--- src/rtl/branch_redirect_ctrl_pkg.sv ---
// Shared definitions for the branch redirect controller:
// opcode/func encodings, FSM state type and drain counter width.
package branch_redirect_ctrl_pkg;

    localparam logic [3:0] BRANCH = 4'b0010;

    typedef enum logic [3:0] {
        BF    = 4'd0,
        BT    = 4'd1,
        BEQ   = 4'd2,
        BNE   = 4'd3,
        BLT   = 4'd4,
        BGTE  = 4'd5,
        BLTE  = 4'd6,
        BGT   = 4'd7,
        BEQZ  = 4'd8,
        BNEZ  = 4'd9,
        BLTZ  = 4'd10,
        BGTEZ = 4'd11,
        BLTEZ = 4'd12,
        BGTZ  = 4'd13
    } branch_func_e;

    typedef enum logic [1:0] {
        IDLE     = 2'd0,
        REDIRECT = 2'd1,
        DRAIN    = 2'd2
    } state_e;

    // Wide enough for drain lengths up to 15.
    localparam int DRAIN_W = 4;

endpackage

--- src/rtl/branch_redirect_ctrl_if.sv ---
// EX-stage branch inputs, fetch redirect handshake and status outputs.
// The master is the pipeline/fetch side; the slave is the controller.
interface branch_redirect_ctrl_if #(
    parameter int PC_W  = 32,
    parameter int IMM_W = 16
);
    logic             ex_valid;
    logic [3:0]       ex_opcode;
    logic [PC_W-1:0]  ex_pc;
    logic [IMM_W-1:0] ex_imm;
    logic             taken;
    logic             redirect_ready;

    logic             flush_young;
    logic             fetch_hold;
    logic             redirect_valid;
    logic [PC_W-1:0]  redirect_pc;
    logic             busy;
    logic [31:0]      branch_count;
    logic [31:0]      taken_count;

    modport master (
        output ex_valid, ex_opcode, ex_pc, ex_imm, taken, redirect_ready,
        input  flush_young, fetch_hold, redirect_valid, redirect_pc, busy,
               branch_count, taken_count
    );

    modport slave (
        input  ex_valid, ex_opcode, ex_pc, ex_imm, taken, redirect_ready,
        output flush_young, fetch_hold, redirect_valid, redirect_pc, busy,
               branch_count, taken_count
    );
endinterface

--- src/rtl/branch_redirect_ctrl_target.sv ---
// Combinational branch target: pc + 4 + (sign-extended word offset << 2),
// wrapping modulo 2^PC_W. Shared with the jump path.
module branch_target_calc #(
    parameter int PC_W  = 32,
    parameter int IMM_W = 16
) (
    input  logic [PC_W-1:0]  pc,
    input  logic [IMM_W-1:0] imm,
    output logic [PC_W-1:0]  target
);
    logic [PC_W-1:0] offset;

    assign offset = {{(PC_W-IMM_W){imm[IMM_W-1]}}, imm} << 2;
    assign target = pc + PC_W'(4) + offset;

endmodule

--- src/rtl/branch_redirect_ctrl.sv ---
// Resolves EX-stage branches: counts them, kills wrong-path IF/ID work,
// holds a redirect to fetch until accepted, then drains bubble cycles.
module branch_redirect_ctrl
    import branch_redirect_ctrl_pkg::*;
#(
    parameter int PC_W         = 32,
    parameter int IMM_W        = 16,
    parameter int DRAIN_CYCLES = 2
) (
    input  logic                   clk,
    input  logic                   reset,
    branch_redirect_ctrl_if.slave  bus
);
    state_e              state_q, state_d;
    logic [DRAIN_W-1:0]  drain_q, drain_d;
    logic [PC_W-1:0]     redirect_pc_q;
    logic [PC_W-1:0]     target;
    logic [31:0]         branch_count_q, taken_count_q;
    logic                br_now;

    // Branches seen outside IDLE are on the wrong path and are dropped.
    assign br_now = bus.ex_valid && (bus.ex_opcode == BRANCH) && (state_q == IDLE);

    branch_target_calc #(
        .PC_W  (PC_W),
        .IMM_W (IMM_W)
    ) u_target (
        .pc     (bus.ex_pc),
        .imm    (bus.ex_imm),
        .target (target)
    );

    // NOTE: sequential state uses non-blocking assignments so every register
    // samples the pre-edge values regardless of statement order.
    always_ff @(posedge clk) begin
        if (reset) begin
            state_q        <= IDLE;
            drain_q        <= '0;
            redirect_pc_q  <= '0;
            branch_count_q <= '0;
            taken_count_q  <= '0;
        end else begin
            state_q <= state_d;
            drain_q <= drain_d;
            if (br_now) begin
                branch_count_q <= branch_count_q + 32'd1;
                if (bus.taken) begin
                    taken_count_q <= taken_count_q + 32'd1;
                    redirect_pc_q <= target;
                end
            end
        end
    end

    // NOTE: defaults first so every path assigns every output and no latch
    // is inferred.
    always_comb begin
        state_d = state_q;
        drain_d = drain_q;
        case (state_q)
            IDLE: begin
                if (br_now && bus.taken) state_d = REDIRECT;
            end
            REDIRECT: begin
                if (bus.redirect_ready) begin
                    if (DRAIN_CYCLES == 0) begin
                        state_d = IDLE;
                    end else begin
                        state_d = DRAIN;
                        drain_d = DRAIN_W'(DRAIN_CYCLES);
                    end
                end
            end
            DRAIN: begin
                drain_d = drain_q - 1'b1;
                if (drain_q <= DRAIN_W'(1)) state_d = IDLE;
            end
            default: state_d = IDLE;
        endcase
    end

    always_comb begin
        bus.flush_young    = 1'b0;
        bus.fetch_hold     = 1'b0;
        bus.redirect_valid = 1'b0;
        case (state_q)
            IDLE:     bus.flush_young = br_now && bus.taken;
            REDIRECT: begin
                bus.flush_young    = 1'b1;
                bus.fetch_hold     = 1'b1;
                bus.redirect_valid = 1'b1;
            end
            DRAIN:    bus.flush_young = 1'b1;
            default:  ;
        endcase
    end

    assign bus.busy         = (state_q != IDLE);
    assign bus.redirect_pc  = redirect_pc_q;
    assign bus.branch_count = branch_count_q;
    assign bus.taken_count  = taken_count_q;

endmodule

--- src/flat_wrapper.sv ---
// flat-port wrapper written by rule: the top's interface ports become plain ports
module branch_redirect_ctrl_flat import branch_redirect_ctrl_pkg::*;
#(
    parameter int PC_W         = 32,
    parameter int IMM_W        = 16,
    parameter int DRAIN_CYCLES = 2
)
  (clk, reset, bus_ex_valid, bus_ex_opcode, bus_ex_pc, bus_ex_imm, bus_taken, bus_redirect_ready, bus_flush_young, bus_fetch_hold, bus_redirect_valid, bus_redirect_pc, bus_busy, bus_branch_count, bus_taken_count);
  branch_redirect_ctrl_if #(.PC_W(PC_W), .IMM_W(IMM_W)) bus_i ();
  input  logic clk;
  input  logic reset;
  input wire logic [$bits(bus_i.ex_valid)-1:0] bus_ex_valid;
  input wire logic [$bits(bus_i.ex_opcode)-1:0] bus_ex_opcode;
  input wire logic [$bits(bus_i.ex_pc)-1:0] bus_ex_pc;
  input wire logic [$bits(bus_i.ex_imm)-1:0] bus_ex_imm;
  input wire logic [$bits(bus_i.taken)-1:0] bus_taken;
  input wire logic [$bits(bus_i.redirect_ready)-1:0] bus_redirect_ready;
  output wire logic [$bits(bus_i.flush_young)-1:0] bus_flush_young;
  output wire logic [$bits(bus_i.fetch_hold)-1:0] bus_fetch_hold;
  output wire logic [$bits(bus_i.redirect_valid)-1:0] bus_redirect_valid;
  output wire logic [$bits(bus_i.redirect_pc)-1:0] bus_redirect_pc;
  output wire logic [$bits(bus_i.busy)-1:0] bus_busy;
  output wire logic [$bits(bus_i.branch_count)-1:0] bus_branch_count;
  output wire logic [$bits(bus_i.taken_count)-1:0] bus_taken_count;
  assign bus_i.ex_valid = bus_ex_valid;
  assign bus_i.ex_opcode = bus_ex_opcode;
  assign bus_i.ex_pc = bus_ex_pc;
  assign bus_i.ex_imm = bus_ex_imm;
  assign bus_i.taken = bus_taken;
  assign bus_i.redirect_ready = bus_redirect_ready;
  assign bus_flush_young = bus_i.flush_young;
  assign bus_fetch_hold = bus_i.fetch_hold;
  assign bus_redirect_valid = bus_i.redirect_valid;
  assign bus_redirect_pc = bus_i.redirect_pc;
  assign bus_busy = bus_i.busy;
  assign bus_branch_count = bus_i.branch_count;
  assign bus_taken_count = bus_i.taken_count;
  branch_redirect_ctrl #(.PC_W(PC_W), .IMM_W(IMM_W), .DRAIN_CYCLES(DRAIN_CYCLES)) u_core (.clk(clk), .reset(reset), .bus(bus_i));
endmodule
--- config.mk ---
export PLATFORM = sky130hd
export DESIGN_NAME = branch_redirect_ctrl_flat
export DESIGN_NICKNAME = d
export VERILOG_FILES = /design/src/rtl/branch_redirect_ctrl_pkg.sv /design/src/rtl/branch_redirect_ctrl_if.sv /design/src/rtl/branch_redirect_ctrl_target.sv /design/src/rtl/branch_redirect_ctrl.sv /design/src/flat_wrapper.sv
export SDC_FILE = /design/constraint.sdc
export NUM_CORES = 1
export LEC_CHECK = 0
export ABC_AREA = 1
export CORE_MARGIN = 2
export CORE_UTILIZATION = 40
export DETAILED_ROUTE_END_ITERATION = 10
export PLACE_DENSITY_LB_ADDON = 0.08
export SYNTH_ARGS = -nofsm -noshare
export SYNTH_HDL_FRONTEND = slang
export SYNTH_SLANG_ARGS = --single-unit
--- constraint.sdc ---
create_clock -name clk -period 4 [get_ports clk]
set_clock_uncertainty 0.15 [all_clocks]
set_input_delay 0.6 -clock clk [delete_from_list [all_inputs] [get_ports clk]]
set_output_delay 0.6 -clock clk [all_outputs]
set_load 0.02 [all_outputs]
==> out/results.txt <==
final setup vio count -> 0
Required @ worst endpoint -> 3.25 ns
Post-Synth Adder-Cell Area -> 10.8%
initial core utilization -> 40.9%
Worst Max-Slew Pin Slew -> 0.815 ns
combinational power share -> 29.5%
Remaining DRCs -> 0
register area share after synthesis -> 26.5%
cts repair resizes -> 0
Pre-antenna DRT Iters -> 5
XOR/XNOR share of the synthesized area -> 5.80%
Filler cells -> 2011
worst r2r src -> u_core.state_q[0]$_SDFFE_PP0P_
DR WL/cell -> 12.8 microns
CORE AREA -> 18800 sq um
most common cell in the synthesized netlist -> nand2_1
Antenna diodes -> 0
Reg2Reg Setup Slack -> 1.10 ns
largest family of logic cells by synthesized area -> simple AND/OR/NAND/NOR gates
syn_nets -> 1368
Routability Congestion -> 0.977
Post-synth top flop -> dfxtp_1
Post-Synth Simple-Gate Area -> 35.8%
Rel. slew slack -> 45.7%
Ports -> 157
fin area -> 9830 sq um
Hold Buf Count CTS -> 0
worst hold path startpoint -> u_core.bus.taken_count[30]$_SDFFE_PP0P_
Mapped Area -> 7700 sq um
Max-cap violations -> 0
CTS tree -> yes
Power Total -> 0.00286 W
Slew Viols, Final -> 0
Post-synth ARST share -> 0%
vias per cell -> 4.82
Leak -> 4.30 nW
R2R depth -> 11
global-route wire length before repair -> 35000 microns
status -> complete, no violations
CTS Buf Count -> 9
Layout area overhead -> 27.6%
Initial DRC Count -> 435
period utilisation layout -> 83.4%
vias in the first global route -> 7311
grt ovf -> 0
CP max FO -> 26
Num Clock Sinks -> 102
HP Class -> flop to flop
Yosys warnings -> 0
WL met1 -> 10100 microns
Arrival @ worst endpoint -> 2.59 ns
Seq pwr share -> 37.6%
Tot GR Track Use -> 21.1%
Compound-Gate Fraction of Synth Area -> 10.8%
Syn Inst Count -> 1245
crit path capture type -> output port
deepest clock path buffer count -> 2
clock slew at reported path FFs -> 0.07 ns
Max VDD drop -> 215 uV
die area -> 20400 sq um
Avg Cell Area, Syn -> 6.19 sq um
Nets -> 1516
largest cells by area after synthesis -> dfxtp_1, nand2_1, ha_1
cell internal pwr -> 0.00192 W
Hold Slack -> 0.342 ns
CP Launch Point -> bus_ex_valid
Yosys cell types -> 35
CP Class -> input port to output port
FMAX -> 300 MHz
clock root buffer -> clkbuf_16
via count -> 7987
pwr dens -> 291 nW/um^2
FF+latch count, synth -> 102
quantity of I/O buffers inserted on ports -> 156
placed cell areas -> 9520 sq um
Post-Route WL -> 21300 microns
total met3 wirelength after detailed routing -> 660 microns
most frequent cells after synthesis -> nand2_1, inv_1, nor2_1
top cell type's share of synthesized area -> 26.5%
sw power -> 0.000941 W
Net Sw Frac -> 32.9%
Antenna Nets Post-Route -> 0
Final Hold Fails -> 0
Yosys top cell by area -> dfxtp_1
RSZ-0062 raised after global routing -> false
layout cells sized above 1 -> 2.15%
H-tree levels -> 3
worst-skew pair later-pin latency -> 0.35 ns
row cnt -> 50
setup tns final -> 0 ns
dpl hpwl -> 16800 microns
Die Ht -> 143 microns
hold depth -> 2
uppermost routed layer -> met4
EDFF count, synth -> 0
Clk network pwr share -> 32.9%
Die Wd -> 143 microns
metal2 WL -> 10100 microns
# Post-CTS Setup Buffers -> 0
post-synthesis mux area share -> 0%
initial antenna violation count -> 0
Tmin final -> 3.34 ns
crit start category -> input port
pin count of the biggest net entering global routing -> 82
critical path: stages:
cell	delay, ns
clkdlybuf4s50_1	0.45
nand2_1	0.12
nor3_4	0.20
nand2_4	0.23
nor2_8	0.15
inv_2	0.05
a21oi_1	0.12
clkdlybuf4s50_1	0.66
power by group through the flow:
stage | combinational [W] | clock (W) | sequential [W]
3_3_place_gp | 0.000839 | 0 | 0.00110
6_report | 0.000842 | 0.000942 | 0.00108
4_1_cts | 0.000848 | 0.000962 | 0.00107
2_1_floorplan | 0.000561 | 0 | 0.00110
5_1_grt | 0.000948 | 0.000997 | 0.00108
3_5_place_dp | 0.000844 | 0 | 0.00110
flip-flops by register name (all words and copies together), names as in the netlist:
signal and flops:
u_core.bus.taken_count 32, u_core.state_q 2, u_core.drain_q 4, u_core.bus.redirect_pc 32, u_core.bus.branch_count 32
cell type report:
type | count | area, sq um | share of cell area [%]
Multi-Input combinational cell | 939 | 4870 | 49.6
Clock buffer | 12 | 267 | 2.71
Clock inverter | 3 | 42.5 | 0.433
Sequential cell | 102 | 2040 | 20.8
Timing Repair Buffer | 163 | 1610 | 16.4
Inverter | 178 | 668 | 6.80
Tap cell | 260 | 325 | 3.31
cell usage in the layout (no fill, tap or decap), types with 2 or more instances in the layout:
master           count
clkbuf_8             3
inv_1              174
o21a_1              14
xor2_1              40
inv_2                2
nor2_1             139
o21ai_0             40
a21o_1               3
nor3_2               2
nand4_1             18
nor3_1              33
clkinv_1             2
nor4_1               2
xnor2_1             11
ha_1                65
nand3_1             57
nor3b_1              3
buf_4                7
o21bai_1             9
clkdlybuf4s50_1    156
dfxtp_1            102
clkbuf_16            9
nand3b_1             4
a21oi_1             83
nand2_1            406
metrics by stage:
stage	util [%]	worst slack [ns]	instances
after detailed placement	50.6	0.579	1642
after global placement	50.6	0.580	1642
after CTS	52.2	0.619	1657
after floorplan	-	1.42	1245
final	52.2	0.664	1657
after global routing	52.2	0.533	1657
metal layers:
| layer | global-route usage, % | vias to the layer above |
|---|---|---|
| met3 | 1.51 | 26 |
| met4 | 7.03 | 0 |
| met2 | 36.5 | 162 |
| met1 | 27.8 | 3561 |
| li1 | - | 4238 |
| met5 | 0 | - |
path summary, 6_finish.rpt:
kind	to
worst max-delay path	bus_flush_young
worst max register to register	u_core.bus.taken_count[7]$_SDFFE_PP0P_
worst min register to register	u_core.bus.taken_count[30]$_SDFFE_PP0P_
worst min-delay path	u_core.bus.taken_count[30]$_SDFFE_PP0P_
logic make-up after synthesis:
group           Yosys count
compound gates          152
fa+ha+maj                66
buf+inv                 204
xor+xnor                 51
simple gates            670
flops                   102
No activity file was read; power rests on OpenSTA's default activity.
